**src/rtl/i2c_reg_sequencer.sv**
```systemverilog
// rtl/i2c_reg_sequencer.sv - WISHBONE sequencer for single-register I2C transfers through an I2C master core
module i2c_reg_sequencer #(
    parameter logic [15:0] PRESCALE   = 16'd99,
    parameter logic [19:0] POLL_LIMIT = 20'd100000
) (
    input  logic       wb_clk_i,
    input  logic       wb_rst_i,
    input  logic       req_valid,
    output logic       req_ready,
    input  logic       req_rnw,
    input  logic [6:0] req_dev,
    input  logic [7:0] req_reg,
    input  logic [7:0] req_wdata,
    output logic       rsp_valid,
    output logic [7:0] rsp_rdata,
    output logic [1:0] rsp_status,
    output logic [2:0] m_adr_o,
    output logic [7:0] m_dat_o,
    input  logic [7:0] m_dat_i,
    output logic       m_we_o,
    output logic       m_stb_o,
    output logic       m_cyc_o,
    input  logic       m_ack_i
);

    localparam logic [2:0] ADR_PRERLO = 3'd0;
    localparam logic [2:0] ADR_PRERHI = 3'd1;
    localparam logic [2:0] ADR_CTR    = 3'd2;
    localparam logic [2:0] ADR_TXR    = 3'd3;
    localparam logic [2:0] ADR_CR     = 3'd4;

    localparam logic [7:0] CTR_EN        = 8'h80;
    localparam logic [7:0] CR_STA_WR     = 8'h90;
    localparam logic [7:0] CR_WR         = 8'h10;
    localparam logic [7:0] CR_STO_WR     = 8'h50;
    localparam logic [7:0] CR_RD_ACK_STO = 8'h68;
    localparam logic [7:0] CR_STO        = 8'h40;

    localparam logic [1:0] ST_OK      = 2'd0;
    localparam logic [1:0] ST_NACK    = 2'd1;
    localparam logic [1:0] ST_ARBLOST = 2'd2;
    localparam logic [1:0] ST_TIMEOUT = 2'd3;

    // S_GAP is the mandatory idle cycle that launches the access selected by op_q.
    typedef enum logic [1:0] {S_GAP, S_ACC, S_IDLE} state_t;
    typedef enum logic [3:0] {
        OP_PRERLO, OP_PRERHI, OP_CTR, OP_TXR, OP_CR,
        OP_POLL, OP_RXR, OP_STOP, OP_STOP_POLL
    } op_t;

    state_t      state_q;
    op_t         op_q;
    logic [1:0]  bidx_q;     // byte step: 0 dev, 1 reg, 2 data / repeated-start dev, 3 read byte
    logic        rnw_q;
    logic [6:0]  dev_q;
    logic [7:0]  reg_q;
    logic [7:0]  wdata_q;
    logic [1:0]  err_q;
    logic [19:0] poll_cnt_q;

    logic        req_ready_q, rsp_valid_q;
    logic [7:0]  rsp_rdata_q;
    logic [1:0]  rsp_status_q;
    logic [2:0]  m_adr_q;
    logic [7:0]  m_dat_q;
    logic        m_we_q, m_stb_q, m_cyc_q;

    logic [7:0]  tx_byte_d, cr_byte_d;
    logic [2:0]  acc_adr_d;
    logic [7:0]  acc_dat_d;
    logic        acc_we_d;
    logic [19:0] poll_cnt_d;
    logic        poll_expired_d;
    logic        fin_d;
    logic [1:0]  fin_status_d;
    logic [7:0]  fin_rdata_d;
    logic        sr_tip, sr_al, sr_rxack;

    assign sr_tip   = m_dat_i[1];
    assign sr_al    = m_dat_i[5];
    assign sr_rxack = m_dat_i[7];

    assign poll_cnt_d     = poll_cnt_q + 20'd1;
    assign poll_expired_d = (poll_cnt_d >= POLL_LIMIT);

    // Byte and command for the current byte step, then the bus values for the pending access.
    always_comb begin
        tx_byte_d = 8'h00;
        cr_byte_d = CR_RD_ACK_STO;
        case (bidx_q)
            2'd0: begin tx_byte_d = {dev_q, 1'b0}; cr_byte_d = CR_STA_WR; end
            2'd1: begin tx_byte_d = reg_q;         cr_byte_d = CR_WR;     end
            2'd2: begin
                tx_byte_d = rnw_q ? {dev_q, 1'b1} : wdata_q;
                cr_byte_d = rnw_q ? CR_STA_WR : CR_STO_WR;
            end
            default: begin tx_byte_d = 8'h00; cr_byte_d = CR_RD_ACK_STO; end
        endcase

        acc_adr_d = ADR_CR;
        acc_dat_d = 8'h00;
        acc_we_d  = 1'b0;
        case (op_q)
            OP_PRERLO: begin acc_adr_d = ADR_PRERLO; acc_dat_d = PRESCALE[7:0];  acc_we_d = 1'b1; end
            OP_PRERHI: begin acc_adr_d = ADR_PRERHI; acc_dat_d = PRESCALE[15:8]; acc_we_d = 1'b1; end
            OP_CTR:    begin acc_adr_d = ADR_CTR;    acc_dat_d = CTR_EN;         acc_we_d = 1'b1; end
            OP_TXR:    begin acc_adr_d = ADR_TXR;    acc_dat_d = tx_byte_d;      acc_we_d = 1'b1; end
            OP_CR:     begin acc_adr_d = ADR_CR;     acc_dat_d = cr_byte_d;      acc_we_d = 1'b1; end
            OP_STOP:   begin acc_adr_d = ADR_CR;     acc_dat_d = CR_STO;         acc_we_d = 1'b1; end
            OP_RXR:    begin acc_adr_d = ADR_TXR;    acc_dat_d = 8'h00;          acc_we_d = 1'b0; end
            default:   begin acc_adr_d = ADR_CR;     acc_dat_d = 8'h00;          acc_we_d = 1'b0; end
        endcase
    end

    // Decide on the ack cycle whether this access completes the command, so rsp_valid lands one cycle later.
    always_comb begin
        fin_d        = 1'b0;
        fin_status_d = ST_OK;
        fin_rdata_d  = 8'h00;
        if (state_q == S_ACC && m_ack_i) begin
            case (op_q)
                OP_POLL: begin
                    if (!sr_tip) begin
                        if (sr_al) begin
                            fin_d        = 1'b1;
                            fin_status_d = ST_ARBLOST;
                        end else if (!(sr_rxack && bidx_q != 2'd3) && bidx_q == 2'd2 && !rnw_q) begin
                            fin_d = 1'b1;
                        end
                    end
                end
                OP_RXR: begin
                    fin_d       = 1'b1;
                    fin_rdata_d = m_dat_i;
                end
                OP_STOP: begin
                    if (err_q == ST_TIMEOUT) begin
                        fin_d        = 1'b1;
                        fin_status_d = ST_TIMEOUT;
                    end
                end
                OP_STOP_POLL: begin
                    if (!sr_tip || poll_expired_d) begin
                        fin_d        = 1'b1;
                        fin_status_d = err_q;
                    end
                end
                default: fin_d = 1'b0;
            endcase
        end
    end

    // Main sequencer: init, command acceptance, bus access handshake and byte-step decisions.
    always_ff @(posedge wb_clk_i) begin
        if (!wb_rst_i) begin
            state_q      <= S_GAP;
            op_q         <= OP_PRERLO;
            bidx_q       <= 2'd0;
            rnw_q        <= 1'b0;
            dev_q        <= 7'd0;
            reg_q        <= 8'd0;
            wdata_q      <= 8'd0;
            err_q        <= ST_OK;
            poll_cnt_q   <= 20'd0;
            req_ready_q  <= 1'b0;
            rsp_valid_q  <= 1'b0;
            rsp_rdata_q  <= 8'd0;
            rsp_status_q <= ST_OK;
            m_adr_q      <= 3'd0;
            m_dat_q      <= 8'd0;
            m_we_q       <= 1'b0;
            m_stb_q      <= 1'b0;
            m_cyc_q      <= 1'b0;
        end else begin
            rsp_valid_q <= 1'b0;
            case (state_q)
                S_GAP: begin
                    m_adr_q <= acc_adr_d;
                    m_dat_q <= acc_dat_d;
                    m_we_q  <= acc_we_d;
                    m_cyc_q <= 1'b1;
                    m_stb_q <= 1'b1;
                    state_q <= S_ACC;
                end
                S_IDLE: begin
                    if (req_valid) begin
                        rnw_q       <= req_rnw;
                        dev_q       <= req_dev;
                        reg_q       <= req_reg;
                        wdata_q     <= req_wdata;
                        bidx_q      <= 2'd0;
                        err_q       <= ST_OK;
                        op_q        <= OP_TXR;
                        req_ready_q <= 1'b0;
                        m_adr_q     <= ADR_TXR;
                        m_dat_q     <= {req_dev, 1'b0};
                        m_we_q      <= 1'b1;
                        m_cyc_q     <= 1'b1;
                        m_stb_q     <= 1'b1;
                        state_q     <= S_ACC;
                    end
                end
                S_ACC: begin
                    if (m_ack_i) begin
                        m_cyc_q <= 1'b0;
                        m_stb_q <= 1'b0;
                        m_we_q  <= 1'b0;
                        m_adr_q <= 3'd0;
                        m_dat_q <= 8'd0;
                        state_q <= S_GAP;
                        case (op_q)
                            OP_PRERLO: op_q <= OP_PRERHI;
                            OP_PRERHI: op_q <= OP_CTR;
                            OP_CTR: begin
                                state_q     <= S_IDLE;
                                req_ready_q <= 1'b1;
                            end
                            OP_TXR: op_q <= OP_CR;
                            OP_CR: begin
                                op_q       <= OP_POLL;
                                poll_cnt_q <= 20'd0;
                            end
                            OP_POLL: begin
                                if (sr_tip) begin
                                    if (poll_expired_d) begin
                                        op_q  <= OP_STOP;
                                        err_q <= ST_TIMEOUT;
                                    end else begin
                                        poll_cnt_q <= poll_cnt_d;
                                    end
                                end else if (sr_rxack && bidx_q != 2'd3) begin
                                    op_q  <= OP_STOP;
                                    err_q <= ST_NACK;
                                end else if (bidx_q == 2'd3) begin
                                    op_q <= OP_RXR;
                                end else if (bidx_q == 2'd2) begin
                                    bidx_q <= 2'd3;
                                    op_q   <= OP_CR;
                                end else begin
                                    bidx_q <= bidx_q + 2'd1;
                                    op_q   <= OP_TXR;
                                end
                            end
                            OP_STOP: begin
                                op_q       <= OP_STOP_POLL;
                                poll_cnt_q <= 20'd0;
                            end
                            OP_STOP_POLL: poll_cnt_q <= poll_cnt_d;
                            default: op_q <= op_q;
                        endcase
                        if (fin_d) begin
                            state_q      <= S_IDLE;
                            req_ready_q  <= 1'b1;
                            rsp_valid_q  <= 1'b1;
                            rsp_status_q <= fin_status_d;
                            rsp_rdata_q  <= fin_rdata_d;
                        end
                    end
                end
                default: state_q <= S_GAP;
            endcase
        end
    end

    assign req_ready  = req_ready_q;
    assign rsp_valid  = rsp_valid_q;
    assign rsp_rdata  = rsp_rdata_q;
    assign rsp_status = rsp_status_q;
    assign m_adr_o    = m_adr_q;
    assign m_dat_o    = m_dat_q;
    assign m_we_o     = m_we_q;
    assign m_stb_o    = m_stb_q;
    assign m_cyc_o    = m_cyc_q;

endmodule
```
**config.mk**
```make
export PLATFORM = sky130hd
export DESIGN_NAME = i2c_reg_sequencer
export DESIGN_NICKNAME = d
export VERILOG_FILES = /design/src/rtl/i2c_reg_sequencer.sv
export SDC_FILE = /design/constraint.sdc
export NUM_CORES = 1
export LEC_CHECK = 0
export BUFFER_PORTS_ARGS = -buffer_cell sky130_fd_sc_hd__buf_2
export CAP_MARGIN = 20
export CORE_MARGIN = 5
export CORE_UTILIZATION = 49
export DETAILED_ROUTE_END_ITERATION = 10
export PLACE_DENSITY = 0.7
export SKIP_LAST_GASP = 1
export SYNTH_ARGS = -nofsm -noshare
export SYNTH_HDL_FRONTEND = slang
export SYNTH_SLANG_ARGS = --single-unit
```
**constraint.sdc**
```tcl
create_clock -name wb_clk_i -period 4.2 [get_ports wb_clk_i]
set_clock_uncertainty 0.05 [all_clocks]
set_input_delay 0.42 -clock wb_clk_i [delete_from_list [all_inputs] [get_ports wb_clk_i]]
set_output_delay 0.42 -clock wb_clk_i [all_outputs]
set_load 0.05 [all_outputs]
```
==> qor.csv <==
stage;metric;value;unit
pwr;ir_drop;0.258;mV
run;drv_cap;0;
logic_synthesis;syn-num-nets;581;
timing;fin_crit;3480;ps
min_path;hp-start;m_dat_i[6];
critical_path;critPathMaxFanout;9;
cts;clock-root-buffer;clkbuf_8;
global_routing;antenna_found_initial;0;
global_routing;grt_pass1_vias;3894;
critical_path;start_kind;flop;
timing;finalCritPeriodShare;82.7;%
cts;cts_setup_buffers;0;
timing;relSlewSlack;43.0;%
placed_design;io_buffers;61;
critical_path;endpoint_kind;flop;
drt;ant_nets;0;
critical_path;worstPathArrival;3710;ps
logic_synthesis;synth_edf_count;0;
timing;setup_tns;0;ps
layout;nNetsFinal;622;
timing;hold_violations;0;
floorplan;rows;33;
global_routing;grt_max_degree;34;
cts;cts-hold-fix-buffers;0;
drt;via_per_inst;6.06;
floorplan;core;0.00830;mm2
floorplan;start_util;50.7;%
logic_synthesis;synth.distinct_cells;69;
placed_design;dp_hpwl;8140;um
min_path;holdPathEnd;rsp_rdata[6];
drt;dr.pass1.iters;5;
logic_synthesis;synth-main-ff-cell;dfxtp_1;
placed_design;placed_cell_area;0.00454;mm2
cts;htreeDepth;3;
logic_synthesis;ys_async_sr_fraction;0;%
layout;antenna_cells;0;
global_routing;globalRoute.totalOverflow;0;
logic_synthesis;netlist_instances;534;
cts;numCtsBuffers;9;
layout;layout_common_cells;nand2_1, dfxtp_1, buf_2;
logic_synthesis;yosysSeqAreaShare;37.6;%
layout;syn_to_final_growth;13.0;%
critical_path;rrSetupSlack;720;ps
critical_path;r2r_cells;10;
floorplan;io_pins;62;
timing;rsz0062_at_grt;false;
timing;setup_viol;0;
logic_synthesis;ys_ff_latch;79;
logic_synthesis;syn_avg_cell_area;7.88;um2
pwr;powerDensity;339;mW/mm2
cts;cts.repair.resized;0;
floorplan;design.die.area;0.0105;mm2
critical_path;r2r_end;poll_cnt_q[8];
drt;wire_per_inst;16.5;um
pwr;leakagePower;0.00180;uW
cts;clkSlewWorstSetupHoldPaths;90;ps
drt;vias;4150;
logic_synthesis;synthDominantCellAreaShare;37.6;%
status;status;complete, no violations;
cts;clock_sinks;79;
floorplan;dieWidth;103;um
logic_synthesis;synth_top_cell_by_area;dfxtp_1;
logic_synthesis;syn-cell-area;0.00421;mm2
cts;cts_tree;done;
drt;drt-total-wl;11300;um
logic_synthesis;ys_warn_count;0;
timing;worst_slack;725;ps
cts;clk-insertion-delay-late;360;ps
global_routing;grt_pass1_wl;18600;um
timing;fmax;288;MHz
global_routing;grt_use_total;22.1;%
placed_design;pre_cts_slack;769;ps
critical_path;worstPathRequired;4430;ps
min_path;hold_path_depth;2;
drt;drtIter0Drc;221;
floorplan;die_h;103;um
min_path;hp-class;input pin to flop;
layout;design_area;0.00476;mm2
critical_path;r2r_start;poll_cnt_q[0];
layout;layout-drive-gt1-share;16.6;%
layout;final_common_cell;nand2_1;
cts;clock_path_buffers;2;
layout;nFillCells;798;
timing;finalMaxSlewViolations;0;
placed_design;gp_congestion;0.901;
drt;remaining_drc_errors;0;
timing;tightest_slew;849;ps
logic_synthesis;netlist_top_cells_area;dfxtp_1, nand2_1, a21oi_1;
critical_path;path_class;flop to flop;
how the worst max path moves through the flow:
stage | startpoint | to | slack [ps] | depth (start not counted)
floorplan | poll_cnt_q[0] | poll_cnt_q[8] | 1190 | 11
global placement | poll_cnt_q[0] | poll_cnt_q[8] | 890 | 10
detailed placement | poll_cnt_q[0] | poll_cnt_q[8] | 770 | 10
CTS | poll_cnt_q[0] | poll_cnt_q[8] | 740 | 10
global route | poll_cnt_q[0] | poll_cnt_q[3] | 510 | 10
finish | poll_cnt_q[0] | poll_cnt_q[8] | 720 | 10
layer usage:
layer	track usage [%]	wire [um]	vias up
met4	8.88	296	0
met5	0	0	-
li1	-	-	2030
met2	34.5	5280	139
met3	4.94	770	25
met1	29.6	4950	1956
where the power goes:
group	switching, uW	total (uW)	internal [uW]
clock network	300	639	339
registers	19.6	782	763
logic	135	192	57.1
worst max-delay path, cell delays in order (launching register included):
cell and delay, ps:
dfxtp_1 390, ha_1 340, inv_1 190, nor4_4 510
mux2i_1 130, or3b_1 400, a32oi_2 200, o21ai_2 140
a211oi_4 420, or4b_1 470, a21oi_1 160
sequential cells by signal (all words and copies together), names as in the netlist:
register / flops
err_q: 2
reg_q: 8
dev_q: 7
m_cyc_o: 1
bidx_q: 2
wdata_q: 8
state_q: 2
req_ready: 1
m_adr_o: 3
m_we_o: 1
op_q: 4
rsp_valid: 1
m_dat_o: 8
rnw_q: 1
rsp_rdata: 8
rsp_status: 2
poll_cnt_q: 20
logic make-up (layout without fill, tap and decap cells):
| kind of cell | count (synthesis) | in the layout | synth area share [%] |
|---|---|---|---|
| simple gates | 226 | 226 | 26.2 |
| compound gates | 166 | 166 | 27.0 |
| flops | 79 | 79 | 37.6 |
| buf+inv | 44 | 90 | 4.10 |
| fa+ha+maj | 11 | 11 | 3.27 |
| mux | 5 | 5 | 1.22 |
| xor+xnor | 3 | 3 | 0.625 |
cell usage after synthesis, drive strengths merged (3+ instances only):
library cell	n
a21oi	54
a21o	7
a211oi	8
o41ai	4
nor2	37
nand2	100
and2	6
inv	9
nor4	8
o311ai	4
buf	9
a222oi	5
o21ai	25
o21a	3
a22o	10
and3	6
mux2i	4
nand2b	10
nor3	11
or3	3
nand4	6
nor2b	5
dfxtp	79
a31oi	8
nand3	19
clkbuf	26
a32o	5
o31ai	11
ha	11
per-stage QoR:
step | std cells | util (%) | power, uW | hold WS, ps
global placement | 669 | 54.7 | 989 | 389
finish | 685 | 57.3 | 1610 | 221
detailed placement | 669 | 54.7 | 990 | 396
CTS | 685 | 57.3 | 1620 | 207
global route | 685 | 57.3 | 1680 | 221
floorplan | 534 | - | 933 | 383
final cells by class:
type                       count  area [um2]  share of cell area (%)
multi-input combinational    411        2450                    51.6
sequential                    79        1580                    33.3
timing repair buffer          65         335                    7.05
tap                          105         131                    2.76
clock buffer                  10         128                    2.68
clock inverter                 6        92.6                    1.95
inverter                       9        33.8                   0.710
No activity file was read; power rests on OpenSTA's default activity.
